--- config.mk ---
export PLATFORM = sky130hd
export DESIGN_NAME = pong_game_ctrl
export DESIGN_NICKNAME = d
export VERILOG_FILES = /design/src/rtl/pong_pkg.sv /design/src/rtl/pong_btn_sync.sv /design/src/rtl/pong_game_ctrl.sv
export SDC_FILE = /design/constraint.sdc
export NUM_CORES = 1
export LEC_CHECK = 0
export BUFFER_PORTS_ARGS = -buffer_cell sky130_fd_sc_hd__clkbuf_2
export CAP_MARGIN = 20
export CORE_MARGIN = 4
export CORE_UTILIZATION = 50
export CTS_CLUSTER_SIZE = 14
export DETAILED_ROUTE_END_ITERATION = 8
export PLACE_DENSITY = 0.81
export SETUP_SLACK_MARGIN = 0.05
export SYNTH_ARGS = -nofsm -noshare
export SYNTH_HDL_FRONTEND = slang
export SYNTH_SLANG_ARGS = --single-unit
--- constraint.sdc ---
create_clock -name clk -period 3.2 [get_ports clk]
set_input_delay 0.32 -clock clk [delete_from_list [all_inputs] [get_ports clk]]
set_output_delay 0.32 -clock clk [all_outputs]
set_load 0.05 [all_outputs]
--- src/rtl/pong_pkg.sv ---
// Shared geometry, state encodings and game-state record for the pong frame sequencer.
package pong_pkg;
  localparam int H_ACTIVE     = 640;
  localparam int V_ACTIVE     = 480;
  localparam int PADDLE_H     = 64;
  localparam int PAD_W        = 8;
  localparam int LEFT_PAD_X   = 16;
  localparam int RIGHT_PAD_X  = 616;
  localparam int BALL_SIZE    = 8;
  localparam int PADDLE_STEP  = 4;
  localparam int BALL_STEP    = 2;
  localparam int SCORE_MAX    = 9;
  localparam int SERVE_FRAMES = 60;

  localparam logic [8:0] PAD_MAX    = 9'(V_ACTIVE - PADDLE_H);
  localparam logic [8:0] PAD_INIT   = 9'((V_ACTIVE - PADDLE_H) / 2);
  localparam logic [8:0] PAD_STEP   = 9'(PADDLE_STEP);
  localparam logic [9:0] BALL_X0    = 10'((H_ACTIVE - BALL_SIZE) / 2);
  localparam logic [8:0] BALL_Y0    = 9'((V_ACTIVE - BALL_SIZE) / 2);
  localparam logic [9:0] BALL_X_MAX = 10'(H_ACTIVE - BALL_SIZE);
  localparam logic [8:0] BALL_Y_MAX = 9'(V_ACTIVE - BALL_SIZE);
  // Ball x positions after bouncing off the left / right paddle faces.
  localparam logic [9:0] L_FACE_X   = 10'(LEFT_PAD_X + PAD_W);
  localparam logic [9:0] R_FACE_X   = 10'(RIGHT_PAD_X - BALL_SIZE);
  localparam logic [9:0] R_PAD_END  = 10'(RIGHT_PAD_X + PAD_W);
  localparam logic [5:0] SERVE_INIT = 6'(SERVE_FRAMES);
  localparam logic [3:0] SCORE_TOP  = 4'(SCORE_MAX);

  typedef enum logic [2:0] {
    S_WAIT, S_PADDLE, S_SERVE, S_BALL, S_HIT, S_SCORE, S_OVER
  } state_t;

  typedef enum logic {DIR_POS = 1'b0, DIR_NEG = 1'b1} dir_t;

  typedef struct packed {
    logic [8:0] pad_l;
    logic [8:0] pad_r;
    logic [9:0] ball_x;
    logic [8:0] ball_y;
    dir_t       dx;
    dir_t       dy;
    logic [3:0] score_l;
    logic [3:0] score_r;
    logic [5:0] serve_cnt;
    logic       serving;
    logic       game_over;
  } game_t;

  localparam game_t GAME_INIT = '{
    pad_l: PAD_INIT, pad_r: PAD_INIT, ball_x: BALL_X0, ball_y: BALL_Y0,
    dx: DIR_POS, dy: DIR_POS, score_l: 4'd0, score_r: 4'd0,
    serve_cnt: SERVE_INIT, serving: 1'b1, game_over: 1'b0};

  // Pressing both buttons cancels out; movement saturates at the screen edges.
  function automatic logic [8:0] paddle_next(input logic [8:0] y, input logic up, input logic dn);
    paddle_next = y;
    if (up && !dn)
      paddle_next = (y >= PAD_STEP) ? y - PAD_STEP : 9'd0;
    else if (dn && !up)
      paddle_next = (y >= PAD_MAX - PAD_STEP) ? PAD_MAX : y + PAD_STEP;
  endfunction
endpackage

--- src/rtl/pong_btn_sync.sv ---
// Two-flop synchroniser for the raw player buttons.
module btn_sync
  import pong_pkg::*;
#(
  parameter int NUM_LANES = 4
) (
  input  logic                 clk,
  input  logic                 rst_n,
  input  logic [NUM_LANES-1:0] raw,
  output logic [NUM_LANES-1:0] sync
);
  logic [NUM_LANES-1:0] meta;

  always_ff @(posedge clk or negedge rst_n)
    if (!rst_n) begin
      meta <= '0;
      sync <= '0;
    end else begin
      meta <= raw;
      sync <= meta;
    end
endmodule

--- src/rtl/pong_game_ctrl.sv ---
// Per-frame pong sequencer: on each frame_tick moves paddles, steps the ball, resolves hits and scoring.
module pong_game_ctrl
  import pong_pkg::*;
(
  input  logic       clk,
  input  logic       rst_n,
  input  logic       frame_tick,
  input  logic       left_up,
  input  logic       left_down,
  input  logic       right_up,
  input  logic       right_down,
  output logic [8:0] paddle_l_y,
  output logic [8:0] paddle_r_y,
  output logic [9:0] ball_x,
  output logic [8:0] ball_y,
  output logic [3:0] score_l,
  output logic [3:0] score_r,
  output logic       serving,
  output logic       game_over,
  output logic       busy
);
  localparam logic signed [10:0] STEP_S = 11'(BALL_STEP);
  localparam logic signed [10:0] XMAX_S = 11'(BALL_X_MAX);
  localparam logic signed [10:0] YMAX_S = 11'(BALL_Y_MAX);

  state_t      state, state_nxt;
  game_t       g;
  logic        scorer_r;
  logic [3:0]  btn;
  logic signed [10:0] bx_n, by_n;
  logic [9:0]  x_step;
  logic [8:0]  y_step;
  dir_t        dy_step;
  logic        ovl_l, ovl_r, hit_l, hit_r, miss_l, miss_r;
  logic [3:0]  sc_cur, sc_new;

  btn_sync #(.NUM_LANES(4)) u_sync (
    .clk(clk), .rst_n(rst_n),
    .raw({left_up, left_down, right_up, right_down}),
    .sync(btn)
  );

  always_comb begin
    bx_n    = $signed({1'b0, g.ball_x}) + ((g.dx == DIR_NEG) ? -STEP_S : STEP_S);
    by_n    = $signed({2'b00, g.ball_y}) + ((g.dy == DIR_NEG) ? -STEP_S : STEP_S);
    x_step  = bx_n[9:0];
    y_step  = by_n[8:0];
    dy_step = g.dy;
    if (bx_n < 11'sd0)       x_step = 10'd0;
    else if (bx_n > XMAX_S)  x_step = BALL_X_MAX;
    if (by_n <= 11'sd0) begin
      y_step  = 9'd0;
      dy_step = DIR_POS;
    end else if (by_n >= YMAX_S) begin
      y_step  = BALL_Y_MAX;
      dy_step = DIR_NEG;
    end
  end

  always_comb begin
    ovl_l  = (g.ball_y + 9'(BALL_SIZE) > g.pad_l) && (g.ball_y < g.pad_l + 9'(PADDLE_H));
    ovl_r  = (g.ball_y + 9'(BALL_SIZE) > g.pad_r) && (g.ball_y < g.pad_r + 9'(PADDLE_H));
    hit_l  = (g.dx == DIR_NEG) && (g.ball_x <= L_FACE_X) &&
             (g.ball_x + 10'(BALL_SIZE) > 10'(LEFT_PAD_X)) && ovl_l;
    hit_r  = (g.dx == DIR_POS) && (g.ball_x >= R_FACE_X) && (g.ball_x < R_PAD_END) && ovl_r;
    miss_l = (g.dx == DIR_NEG) && (g.ball_x == 10'd0);
    miss_r = (g.dx == DIR_POS) && (g.ball_x == BALL_X_MAX);
    sc_cur = scorer_r ? g.score_r : g.score_l;
    sc_new = (sc_cur >= SCORE_TOP) ? SCORE_TOP : sc_cur + 4'd1;
  end

  always_comb begin
    state_nxt = state;
    case (state)
      S_WAIT:   if (frame_tick) state_nxt = g.game_over ? S_OVER : S_PADDLE;
      S_PADDLE: state_nxt = (g.serve_cnt != 6'd0) ? S_SERVE : S_BALL;
      S_SERVE:  state_nxt = S_WAIT;
      S_BALL:   state_nxt = S_HIT;
      S_HIT:    state_nxt = (!hit_l && !hit_r && (miss_l || miss_r)) ? S_SCORE : S_WAIT;
      S_SCORE:  state_nxt = S_WAIT;
      S_OVER:   state_nxt = S_WAIT;
      default:  state_nxt = S_WAIT;
    endcase
  end

  always_ff @(posedge clk or negedge rst_n)
    if (!rst_n) state <= S_WAIT;
    else        state <= state_nxt;

  always_ff @(posedge clk or negedge rst_n)
    if (!rst_n) begin
      g        <= GAME_INIT;
      scorer_r <= 1'b0;
    end else begin
      case (state)
        S_PADDLE: begin
          g.pad_l <= paddle_next(g.pad_l, btn[3], btn[2]);
          g.pad_r <= paddle_next(g.pad_r, btn[1], btn[0]);
        end
        S_SERVE: begin
          g.serve_cnt <= g.serve_cnt - 6'd1;
          g.serving   <= (g.serve_cnt != 6'd1);
        end
        S_BALL: begin
          g.ball_x <= x_step;
          g.ball_y <= y_step;
          g.dy     <= dy_step;
        end
        S_HIT: begin
          if (hit_l) begin
            g.ball_x <= L_FACE_X;
            g.dx     <= DIR_POS;
          end else if (hit_r) begin
            g.ball_x <= R_FACE_X;
            g.dx     <= DIR_NEG;
          end else if (miss_l) scorer_r <= 1'b1;
          else if (miss_r)     scorer_r <= 1'b0;
        end
        S_SCORE: begin
          if (scorer_r) g.score_r <= sc_new;
          else          g.score_l <= sc_new;
          if (sc_new == SCORE_TOP) g.game_over <= 1'b1;
          else begin
            // Re-serve toward the player who just conceded.
            g.ball_x    <= BALL_X0;
            g.ball_y    <= BALL_Y0;
            g.dx        <= scorer_r ? DIR_NEG : DIR_POS;
            g.serve_cnt <= SERVE_INIT;
            g.serving   <= 1'b1;
          end
        end
        S_OVER: if (|btn) g <= GAME_INIT;
        default: ;
      endcase
    end

  assign paddle_l_y = g.pad_l;
  assign paddle_r_y = g.pad_r;
  assign ball_x     = g.ball_x;
  assign ball_y     = g.ball_y;
  assign score_l    = g.score_l;
  assign score_r    = g.score_r;
  assign serving    = g.serving;
  assign game_over  = g.game_over;
  assign busy       = (state != S_WAIT);
endmodule
==> reports/summary.log, run 1 <==
INFO  global_route   first_global_vias=5151
INFO  worst_setup_path critical_path_peak_fanout=5
INFO  worst_hold_path hold_path_class=in -> reg
INFO  finish         drive_above_1_share=0.2152
INFO  clock_tree     tritoncts_num_sinks=61
INFO  sta            post-route-worst-setup-slack=36.02ps
INFO  sta            final.period_utilization=0.9887
INFO  clock_tree     tritoncts.num_buffers=9
INFO  die            core_area=11370squm
INFO  sta            timing.final.hold_violations=0
INFO  outcome        status=complete, no violations
INFO  die            die_h=115.6microns
INFO  die            initial_core_util=0.5087
INFO  worst_setup_path crit_path_cell_trace=inv_1 -> ha_1 -> inv_1 -> ha_1 -> a21oi_1 -> nor2b_1 -> a2111o_1 -> nor4_4 -> buf_4 -> nor2_2 -> nor3_2 -> mux2_4
INFO  global_route   grt_overflow=0
INFO  routing        route.detailed.vias_per_inst=6.126
INFO  routing        wl_met3=723microns
INFO  clock_tree     clkTransAtPathRegs=50ps
INFO  routing        routed.top_layer=met4
INFO  worst_setup_path cp-start-kind=flip-flop
INFO  sta            total_negative_setup_slack=0ps
INFO  worst_setup_path start_point_of_the_critical_path=paddle_l_y[6]
INFO  worst_setup_path worst_ep_required_time=3430ps
INFO  logic_synthesis synth_warn=0
INFO  worst_setup_path cp_num_buf_inv=3
INFO  worst_setup_path critPathMaxStageDelay=570ps
INFO  sta            hold-worst-slack=81.86ps
INFO  routing        drt-met1-wl=6.424mm
INFO  die            design.die.area=13350squm
INFO  routing        met2_wirelength=7.675mm
INFO  routing        starting_drc_count_in_detailed_routing=400
INFO  worst_setup_path timing.critical_path.arrival=3390ps
INFO  clock_tree     root_buffer_master=sky130_fd_sc_hd__clkbuf_16
INFO  logic_synthesis synth_sequential_area_ratio=0.2684
INFO  logic_synthesis synth_ff_type=sky130_fd_sc_hd__dfrtp_1
INFO  routing        final_antenna_net_count=0
INFO  logic_synthesis synthMuxAreaShare=0.02596
INFO  placed_design  final_gp_congestion=0.9044
INFO  logic_synthesis synth_compound_gate_area_share=0.2286
INFO  finish         net_count_reported_at_finish=798
INFO  finish         final_cell_count_no_fill=868
INFO  global_route   antenna_found_initial=0
INFO  placed_design  io_buffer_count=48
INFO  logic_synthesis synth_adder_area_share=0.1562
INFO  logic_synthesis ys_top_cells_by_area=sky130_fd_sc_hd__dfrtp_1, sky130_fd_sc_hd__ha_1, sky130_fd_sc_hd__dfstp_2
INFO  die            design.portCount=55
INFO  sta            final.setup_skew=8.866ps
INFO  logic_synthesis syn_area_per_cell=8.383squm
INFO  logic_synthesis post-synth-top-count-cell=sky130_fd_sc_hd__ha_1
INFO  placed_design  dp_cells=844
INFO  placed_design  detailedPlacementHpwl=11.34mm
INFO  logic_synthesis combinational_family_with_the_most_area_after_synthesis=compound AO/OA/AOI/OAI gates
INFO  logic_synthesis yosys.area_share.simple=0.1858
INFO  routing        route.final.wire_length=15.23mm
INFO  logic_synthesis post_synth_instance_area=5784squm
INFO  placed_design  post-place-ws=-57.55ps
INFO  clock_tree     cts-htree-levels=3
INFO  sta            setup_repair_after_global_routing_missed_its_margin=true
INFO  routing        drt-wirelength-per-cell=17.54microns
INFO  sta            finalSetupViolCount=0
INFO  clock_tree     clock_latency=350ps
INFO  routing        dr_vias=5317
INFO  logic_synthesis synth_cell_type_count=75
INFO  logic_synthesis number_of_instances_in_the_synthesized_netlist=690
INFO  routing        detail_route.drc_violations=0
INFO  global_route   globalRouteTotalUtil=0.2350
INFO  finish         area_growth=12.42%
INFO  clock_tree     max-clock-path-buffers=2
INFO  logic_synthesis count_of_state_elements_after_synthesis=61
INFO  logic_synthesis synth_top_area_cell=sky130_fd_sc_hd__dfrtp_1
INFO  global_route   grt_start_max_net_pins=43
INFO  sta            max_freq=316.1MHz
INFO  logic_synthesis netlist_top_cells_count=sky130_fd_sc_hd__ha_1, sky130_fd_sc_hd__nand2_1, sky130_fd_sc_hd__nor2_1, sky130_fd_sc_hd__o21ai_0, sky130_fd_sc_hd__a21oi_1
INFO  die            die_width=115.6microns
INFO  finish         num_antenna_cells=0
INFO  worst_setup_path crit_path_end_kind=flip-flop
INFO  clock_tree     cts_tree=done
INFO  logic_synthesis synthXorXnorAreaFrac=0.03634
INFO  logic_synthesis fraction_of_registers_with_async_set_reset=1.000
INFO  finish         n_fill_cell=976
INFO  logic_synthesis synth_enable_flop_cells=0
INFO  die            std_cell_rows=39
INFO  logic_synthesis post-synth-top-area-fraction=0.1730
INFO  job            cap_violations=0
INFO  sta            slew_viol_final=0
INFO  sta            timing.max_slew.rel_slack=0.5822
INFO  global_route   grt_first_pass_wirelength=25.21mm
INFO  worst_setup_path timing.critical_path.max_delay_family=simple AND/OR/NAND/NOR gates
INFO  worst_hold_path hold_path.startpoint=right_down
INFO  worst_setup_path worst_path_max_delay_cell=sky130_fd_sc_hd__dfstp_2
INFO  worst_setup_path r2r-start=paddle_l_y[6]
INFO  routing        first_pass_detailed_route_iteration_total=5
INFO  worst_setup_path crit_type=reg -> reg
INFO  sta            worst_pin_slew=620.2ps
INFO  sta            finalWorstPathRequiredPeriod=3164ps
## cell usage in the layout (no fill, tap or decap), types with 7 or more instances in the layout
| master | synthesis | routed |
|---|---|---|
| sky130_fd_sc_hd__xnor2_1 | 15 | 13 |
| sky130_fd_sc_hd__a211oi_1 | 14 | 12 |
| sky130_fd_sc_hd__dfrtp_1 | 40 | 40 |
| sky130_fd_sc_hd__xor2_1 | 9 | 9 |
| sky130_fd_sc_hd__nor2b_1 | 9 | 9 |
| sky130_fd_sc_hd__nand3_1 | 17 | 15 |
| sky130_fd_sc_hd__o211ai_1 | 10 | 10 |
| sky130_fd_sc_hd__buf_4 | 45 | 28 |
| sky130_fd_sc_hd__nand2b_1 | 7 | 7 |
| sky130_fd_sc_hd__inv_1 | 42 | 40 |
| sky130_fd_sc_hd__a21oi_1 | 48 | 48 |
| sky130_fd_sc_hd__clkbuf_2 | 0 | 48 |
| sky130_fd_sc_hd__mux2_2 | 8 | 7 |
| sky130_fd_sc_hd__nor2_1 | 54 | 53 |
| sky130_fd_sc_hd__and2_1 | 7 | 7 |
| sky130_fd_sc_hd__o21ai_0 | 49 | 48 |
| sky130_fd_sc_hd__nor3_1 | 12 | 11 |
| sky130_fd_sc_hd__clkbuf_16 | 0 | 9 |
| sky130_fd_sc_hd__nand2_1 | 63 | 63 |
| sky130_fd_sc_hd__dfstp_2 | 21 | 21 |
| sky130_fd_sc_hd__ha_1 | 69 | 66 |
| sky130_fd_sc_hd__and3_1 | 8 | 7 |
## cell families after synthesis
logic type,Yosys count
simple gates,216
compound gates,197
buf+inv,106
fa+ha+maj,71
flops,61
xor+xnor,24
mux,14
other cells,1
## sequential cells by signal, indices dropped and copies added (netlist names)
register     count
state            3
paddle_r_y       7
ball_x           9
score_r          4
u_sync.meta      4
g                8
scorer_r         1
serving          1
game_over        1
score_l          4
u_sync.sync      4
paddle_l_y       7
ball_y           8
## repair_timing
item,4_1_cts,5_1_grt
buffers inserted,2,4
pin swaps,2,9
hold buffers,0,1
setup endpoints to repair,5,12
gates resized for setup,3,21
hold endpoints to repair,0,4
## cell type report
| class | instances | area (sq um) | share of cell area |
|---|---|---|---|
| clock buffer | 11 | 242.7 | 0.03733 |
| clock inverter | 5 | 82.58 | 0.01270 |
| inverter | 42 | 157.7 | 0.02424 |
| multi-input combinational | 528 | 3807 | 0.5855 |
| sequential | 61 | 1553 | 0.2388 |
| tap | 143 | 178.9 | 0.02752 |
| timing repair buffer | 78 | 480.5 | 0.07389 |
## routing by layer
| layer | GRT usage | vias up |
|---|---|---|
| li1 | - | 2520 |
| met1 | 0.2962 | 2586 |
| met2 | 0.3993 | 173 |
| met3 | 0.03760 | 38 |
| met4 | 0.1009 | 0 |
| met5 | 0 | - |
## path summary, 6_finish.rpt
path                       slack (ps)             end  cells after the start
max in group asynchronous        2070   paddle_r_y[6]                      4
min in group asynchronous         340      score_r[0]                      2
max reg2reg                        40           g[17]                     12
min reg2reg                       350  u_sync.sync[1]                      0
max                                40           g[17]                     12
min                                80  u_sync.meta[0]                      1
## through the flow
stage / utilization / instance area (sq um)
floorplan: - / 5803
finish: 0.5719 / 6502
global placement: 0.5258 / 5978
global route: 0.5719 / 6502
detailed placement: 0.5258 / 5978
CTS: 0.5575 / 6339
## worst register-to-register path: stages, from the launching register on
cell and delay, ps:
sky130_fd_sc_hd__dfstp_2 570, sky130_fd_sc_hd__inv_1 120, sky130_fd_sc_hd__ha_1 300, sky130_fd_sc_hd__inv_1 40, sky130_fd_sc_hd__ha_1 300, sky130_fd_sc_hd__a21oi_1 160
sky130_fd_sc_hd__nor2b_1 60, sky130_fd_sc_hd__a2111o_1 410, sky130_fd_sc_hd__nor4_4 260, sky130_fd_sc_hd__buf_4 180, sky130_fd_sc_hd__nor2_2 80, sky130_fd_sc_hd__nor3_2 250
sky130_fd_sc_hd__mux2_4 330
Power of run 1 is not shown: default switching activity piles up to over one toggle a cycle in this logic, so the estimate is an artifact.
==> inputs of run 2 (changes only) <==
ABC_CLOCK_PERIOD_IN_PS = 3200   (was default)
SETUP_SLACK_MARGIN = default   (was 0.05)
==> reports/summary.log, run 2 (synthesis results as in run 1) <==
INFO  sta            slew_viol_final=0 [unchanged]
INFO  die            die_width=115.6microns [unchanged]
INFO  worst_setup_path worst_ep_required_time=3430ps [about the same]
INFO  finish         layout.cells.most_common=sky130_fd_sc_hd__ha_1
INFO  outcome        status=complete, no violations
INFO  worst_setup_path timing.rr.end=g[17]
INFO  clock_tree     clkTransAtPathRegs=50ps [about the same]
INFO  global_route   first_global_vias=5151 [unchanged]
INFO  worst_hold_path sink_of_the_worst_hold_path=u_sync.meta[0]
INFO  placed_design  detailedPlacementHpwl=11.34mm [unchanged]
INFO  sta            final.setup_skew=9.535ps [+0.6691 ps]
INFO  global_route   grt_first_pass_wirelength=25.21mm [about the same]
INFO  finish         drive_above_1_share=0.2107 [-0.004429]
INFO  placed_design  io_buffer_count=48 [unchanged]
INFO  worst_hold_path hold_path_class=in -> reg
INFO  routing        drt-wirelength-per-cell=17.33microns [-1.2%]
INFO  worst_setup_path r2r-start=paddle_l_y[7]
INFO  placed_design  post-place-ws=-57.55ps [unchanged]
INFO  global_route   globalRouteTotalUtil=0.2351 [about the same]
INFO  routing        drt-met1-wl=6.348mm [-1.2%]
INFO  finish         area_growth=11.70%
INFO  sta            finalWorstPathRequiredPeriod=3137ps [-26.68 ps]
INFO  routing        detail_route.drc_violations=0 [unchanged]
INFO  worst_setup_path timing.critical_path.arrival=3370ps [-20 ps]
INFO  finish         num_antenna_cells=0 [unchanged]
INFO  routing        route.final.wire_length=15.06mm [-1.1%]
INFO  die            core_area=11370squm [unchanged]
INFO  finish         sequential_cell_area=1553squm [unchanged]
INFO  finish         regMostFlops=ball_x
INFO  sta            post-route-worst-setup-slack=62.70ps [+26.68 ps]
INFO  routing        route.detailed.vias_per_inst=6.104 [-0.36%]
INFO  sta            timing.final.hold_violations=0 [unchanged]
INFO  routing        routed.top_layer=met4
INFO  die            std_cell_rows=39 [unchanged]
INFO  global_route   grt_overflow=0 [unchanged]
INFO  global_route   antenna_found_initial=0 [unchanged]
INFO  job            cap_violations=0 [unchanged]
INFO  clock_tree     root_buffer_master=sky130_fd_sc_hd__clkbuf_16
INFO  worst_setup_path setup.reg_to_reg.worst_slack=60ps [+30 ps]
INFO  clock_tree     cts-htree-levels=3 [unchanged]
INFO  worst_setup_path crit_type=reg -> reg
INFO  routing        met2_wirelength=7.584mm [-1.2%]
INFO  die            design.portCount=55 [unchanged]
INFO  placed_design  final_gp_congestion=0.9044 [unchanged]
INFO  finish         layout.cells.most_common_list=sky130_fd_sc_hd__ha_1, sky130_fd_sc_hd__nand2_1, sky130_fd_sc_hd__nor2_1
INFO  routing        final_antenna_net_count=0 [unchanged]
INFO  worst_hold_path holdPathStages=1 [unchanged]
INFO  clock_tree     tritoncts_num_sinks=61 [unchanged]
INFO  worst_setup_path r2r.worst_path.cells=12 [unchanged]
INFO  finish         largest_reg_flops=9 [unchanged]
INFO  finish         n_fill_cell=987 [+1.1%]
INFO  finish         finalCoreUtilization=0.5683 [-0.003632]
INFO  routing        dr_vias=5304 [-0.24%]
INFO  global_route   grt_start_max_net_pins=43 [unchanged]
INFO  finish         combined_area_of_the_multi_input_logic_cells=3759squm [-1.3%]
INFO  routing        starting_drc_count_in_detailed_routing=439 [+9.8%]
INFO  clock_tree     cts_tree=done
INFO  clock_tree     clock_latency=350ps [about the same]
INFO  clock_tree     max-clock-path-buffers=2 [unchanged]
INFO  finish         net_count_reported_at_finish=799 [+0.13%]
INFO  die            initial_core_util=0.5087 [unchanged]
INFO  worst_setup_path cp-start-kind=flip-flop
INFO  finish         reg.largest.list=ball_x x9, ball_y x8, g x8
INFO  worst_hold_path hold_path.startpoint=right_down
INFO  sta            finalSetupViolCount=0 [unchanged]
INFO  die            design.die.area=13350squm [unchanged]
INFO  sta            timing.max_slew.rel_slack=0.6199 [+0.03772]
INFO  clock_tree     tritoncts.num_buffers=9 [unchanged]
INFO  worst_setup_path crit_path_end_kind=flip-flop
INFO  sta            final.period_utilization=0.9804 [-0.008337]
INFO  sta            worst_pin_slew=564.2ps [-55.99 ps]
INFO  sta            max_freq=318.7MHz [+0.85%]
INFO  routing        wl_met3=724microns [+0.14%]
INFO  die            die_h=115.6microns [unchanged]
INFO  worst_setup_path critical_path_peak_fanout=6 [+1]
INFO  routing        first_pass_detailed_route_iteration_total=5 [unchanged]
-- run 2: per-layer routing --
metal,track usage,up-vias
met3,0.03812,34
met4,0.1017,0
li1,-,2522
met2,0.3985,179
met1,0.2965,2569
met5,0,-
-- run 2: timing repair --
action,in CTS,in global routing
endpoints found under the hold margin,0,4
setup endpoints to repair,5,9
pin swaps,1,8
hold buffers,0,1
setup buffers,2,5
resized for setup,3,13
-- run 2: through the flow --
step                      TNS [ps]  hold WS, ps  area, sq um  cells
after floorplan                  0        24.41         5803    695
after global placement           0        335.1         5978    844
after detailed placement    -159.4        337.1         5978    844
after CTS                        0        73.45         6339    862
after global routing        -45.40        78.51         6461    869
final                            0        82.34         6461    869
-- run 2: cell type report --
class | instances | share of cell area
Sequential cell | 61 | 0.2403
Inverter | 42 | 0.02440
Multi-Input combinational cell | 528 | 0.5817
Clock inverter | 5 | 0.01278
Tap cell | 143 | 0.02769
Clock buffer | 11 | 0.03757
Timing Repair Buffer | 79 | 0.07552
-- run 2: worst max-delay path: stages (launching register included) --
cell	delay, ps
sky130_fd_sc_hd__dfstp_2	580
sky130_fd_sc_hd__inv_2	90
sky130_fd_sc_hd__ha_1	280
sky130_fd_sc_hd__inv_1	40
sky130_fd_sc_hd__ha_1	300
sky130_fd_sc_hd__a21oi_1	160
sky130_fd_sc_hd__nor2b_1	60
sky130_fd_sc_hd__a2111o_1	410
sky130_fd_sc_hd__nor4_4	260
sky130_fd_sc_hd__buf_4	190
sky130_fd_sc_hd__nor2_2	60
sky130_fd_sc_hd__nor3_1	210
sky130_fd_sc_hd__mux2_2	370
-- run 2: how the worst max path moves through the flow --
stage | cells after the start | endpoint | startpoint | slack (ps)
global placement | 11 | g[17] | ball_y[3] | 50
floorplan | 11 | g[17] | ball_y[5] | 150
detailed placement | 11 | g[17] | ball_y[3] | -60
global route | 12 | g[17] | paddle_l_y[7] | -50
finish | 12 | g[17] | paddle_l_y[7] | 60
CTS | 12 | ball_x[1] | ball_y[3] | 40
Power of run 2 is left out for the same reason.
==> inputs of run 3 (changes only) <==
ABC_CLOCK_PERIOD_IN_PS = 3500   (was 3200)
PLACE_DENSITY = 0.73   (was 0.81)
clock period = 3.5 ns   (was 3.2 ns; I/O delays follow)
==> reports/summary.log, run 3 (synthesis results as in run 1) <==
INFO  die            die_h=115.6microns [unchanged]
INFO  clock_tree     tritoncts.num_buffers=9 [unchanged]
INFO  global_route   first_global_vias=4895 [-5.0%]
INFO  worst_setup_path worst-path-stages=11 [-1]
INFO  routing        dr_vias=5106 [-3.7%]
INFO  global_route   grt_start_max_net_pins=62 [+44%]
INFO  finish         num_antenna_cells=0 [unchanged]
INFO  routing        first_pass_detailed_route_iteration_total=4 [-1]
INFO  finish         layout.cells.most_common=sky130_fd_sc_hd__ha_1
INFO  finish         layout.cells.most_common_list=sky130_fd_sc_hd__ha_1, sky130_fd_sc_hd__nand2_1, sky130_fd_sc_hd__nor2_1
INFO  sta            final.period_utilization=0.9485 [-0.03194]
INFO  sta            setup_repair_after_global_routing_missed_its_margin=false
INFO  sta            final.setup_skew=6.831ps [-2.704 ps]
INFO  die            std_cell_rows=39 [unchanged]
INFO  global_route   antenna_found_initial=0 [unchanged]
INFO  finish         reg.largest.list=ball_x x9, ball_y x8, g x8
INFO  finish         largest_reg_flops=9 [unchanged]
INFO  worst_setup_path setup.reg_to_reg.worst_slack=180ps [+120 ps]
INFO  finish         regMostFlops=ball_x
INFO  worst_setup_path start_point_of_the_critical_path=ball_y[3]
INFO  routing        final_antenna_net_count=0 [unchanged]
INFO  worst_setup_path r2r-start=ball_y[3]
INFO  placed_design  post_dp_cell_area=5881squm [-1.6%]
INFO  placed_design  final_gp_congestion=0.8883 [-1.8%]
INFO  routing        route.detailed.vias_per_inst=6.021 [-1.3%]
INFO  global_route   grt_first_pass_wirelength=23.76mm [-5.8%]
INFO  sta            finalWorstPathRequiredPeriod=3320ps [+182.3 ps]
INFO  finish         postLayoutCellArea=6185squm [-4.3%]
INFO  worst_setup_path timing.critical_path.max_delay_family=simple AND/OR/NAND/NOR gates
INFO  global_route   grt_overflow=0 [unchanged]
INFO  worst_setup_path cp-start-kind=flip-flop
INFO  clock_tree     clock_latency=330ps [-20 ps]
INFO  sta            total_negative_setup_slack=0ps [unchanged]
INFO  sta            timing.final.hold_violations=0 [unchanged]
INFO  worst_setup_path crit_path_end_kind=flip-flop
INFO  sta            hold-worst-slack=122.6ps [+40.27 ps]
INFO  die            die_width=115.6microns [unchanged]
INFO  worst_setup_path crit_path_cell_trace=and3_1 -> nand3_1 -> xnor2_2 -> ha_1 -> nand4_1 -> o21bai_1 -> a2111o_1 -> nor4_4 -> nor2_2 -> nor2_2 -> mux2_2
INFO  sta            slew_viol_final=0 [unchanged]
INFO  clock_tree     clkTransAtPathRegs=60ps [about the same]
INFO  clock_tree     max-clock-path-buffers=2 [unchanged]
INFO  clock_tree     number_of_buffers_inserted_for_hold_repair_after_clock_tree_synthesis=0 [unchanged]
INFO  clock_tree     root_buffer_master=sky130_fd_sc_hd__clkbuf_16
INFO  finish         n_fill_cell=1078 [+9.2%]
INFO  worst_setup_path critical_path.most_common_cell=sky130_fd_sc_hd__nor2_2
INFO  outcome        status=complete, no violations
INFO  routing        drt-wirelength-per-cell=16.67microns [-3.8%]
INFO  sta            worst_pin_slew=779.5ps [+215.3 ps]
INFO  sta            max_freq=301.2MHz [-5.5%]
INFO  global_route   globalRouteTotalUtil=0.2180 [-0.01706]
INFO  placed_design  post-place-ws=28.34ps [+85.89 ps]
INFO  routing        detail_route.drc_violations=0 [unchanged]
INFO  die            initial_core_util=0.5087 [unchanged]
INFO  worst_setup_path r2r.worst_path.cells=11 [-1]
INFO  die            design.die.area=13350squm [unchanged]
INFO  clock_tree     cts_tree=done
INFO  sta            finalSetupViolCount=0 [unchanged]
INFO  finish         drive_above_1_share=0.1730 [-0.03769]
INFO  worst_setup_path crit_type=reg -> reg
INFO  worst_setup_path timing.rr.end=ball_x[4]
INFO  worst_setup_path critPathMaxStageDelay=610ps [+30 ps]
INFO  clock_tree     cts-htree-levels=3 [unchanged]
INFO  die            design.portCount=55 [unchanged]
INFO  worst_setup_path cp_num_buf_inv=0 [-3]
INFO  placed_design  detailedPlacementHpwl=10.89mm [-3.9%]
INFO  routing        route.final.wire_length=14.14mm [-6.2%]
INFO  worst_setup_path worst_ep_required_time=3760ps [+330 ps]
INFO  die            core_area=11370squm [unchanged]
INFO  job            cap_violations=0 [unchanged]
INFO  placed_design  io_buffer_count=48 [unchanged]
INFO  worst_hold_path hold_path_class=in -> reg
INFO  clock_tree     tritoncts_num_sinks=61 [unchanged]
INFO  worst_setup_path worst_path_max_delay_cell=sky130_fd_sc_hd__dfstp_2
INFO  sta            timing.max_slew.rel_slack=0.4803 [-0.1396]
INFO  finish         area_growth=6.922%
INFO  routing        starting_drc_count_in_detailed_routing=275 [-37%]
INFO  finish         net_count_reported_at_finish=778 [-2.6%]
INFO  sta            post-route-worst-setup-slack=180.4ps [+117.7 ps]
INFO  worst_setup_path endpoint_of_the_worst_setup_timing_path=ball_x[4]
INFO  worst_setup_path timing.critical_path.arrival=3580ps [+210 ps]
INFO  worst_setup_path critical_path_peak_fanout=8 [+2]
## run 3: repair_timing
item / in CTS / in global routing
endpoints found under the setup margin: 0 / 10
resized for setup: 0 / 3
buffers inserted: 0 / 1
## run 3: worst min path at each step
| stage | from | cells past startpoint | to |
|---|---|---|---|
| 2_1_floorplan | rst_n | 0 | ball_x[1] |
| 3_3_place_gp | u_sync.meta[0] | 0 | u_sync.sync[0] |
| 3_5_place_dp | u_sync.meta[2] | 0 | u_sync.sync[2] |
| 4_1_cts | right_down | 1 | u_sync.meta[0] |
| 5_1_grt | right_down | 1 | u_sync.meta[0] |
| 6_report | right_down | 1 | u_sync.meta[0] |
## run 3: metrics by stage
step                cells    util
floorplan             695       -
global placement      831  0.5172
detailed placement    831  0.5172
CTS                   847  0.5423
global route          848  0.5440
finish                848  0.5440
## run 3: final cells by class
cell class | instances | area [sq um] | share of cell area
clock inverter | 6 | 46.29 | 0.007485
sequential | 61 | 1553 | 0.2511
inverter | 42 | 157.7 | 0.02549
multi-input combinational | 528 | 3695 | 0.5974
clock buffer | 10 | 239.0 | 0.03864
timing repair buffer | 58 | 315.3 | 0.05098
tap | 143 | 178.9 | 0.02893
## run 3: layer usage
layer / track usage / wire [microns] / vias to the layer above
li1: - / - / 2469
met1: 0.2785 / 6187 / 2457
met2: 0.3800 / 7000 / 150
met3: 0.03603 / 690 / 30
met4: 0.06338 / 257 / 0
met5: 0 / 0 / -
## run 3: worst reg2reg max path, stage by stage (launching register included)
cell                       delay, ps
sky130_fd_sc_hd__dfstp_2         610
sky130_fd_sc_hd__and3_1          210
sky130_fd_sc_hd__nand3_1         130
sky130_fd_sc_hd__xnor2_2         210
sky130_fd_sc_hd__ha_1            290
sky130_fd_sc_hd__nand4_1         130
sky130_fd_sc_hd__o21bai_1         90
sky130_fd_sc_hd__a2111o_1        420
sky130_fd_sc_hd__nor4_4          440
sky130_fd_sc_hd__nor2_2          150
sky130_fd_sc_hd__nor2_2          210
sky130_fd_sc_hd__mux2_2          350
Power of run 3 is left out for the same reason.
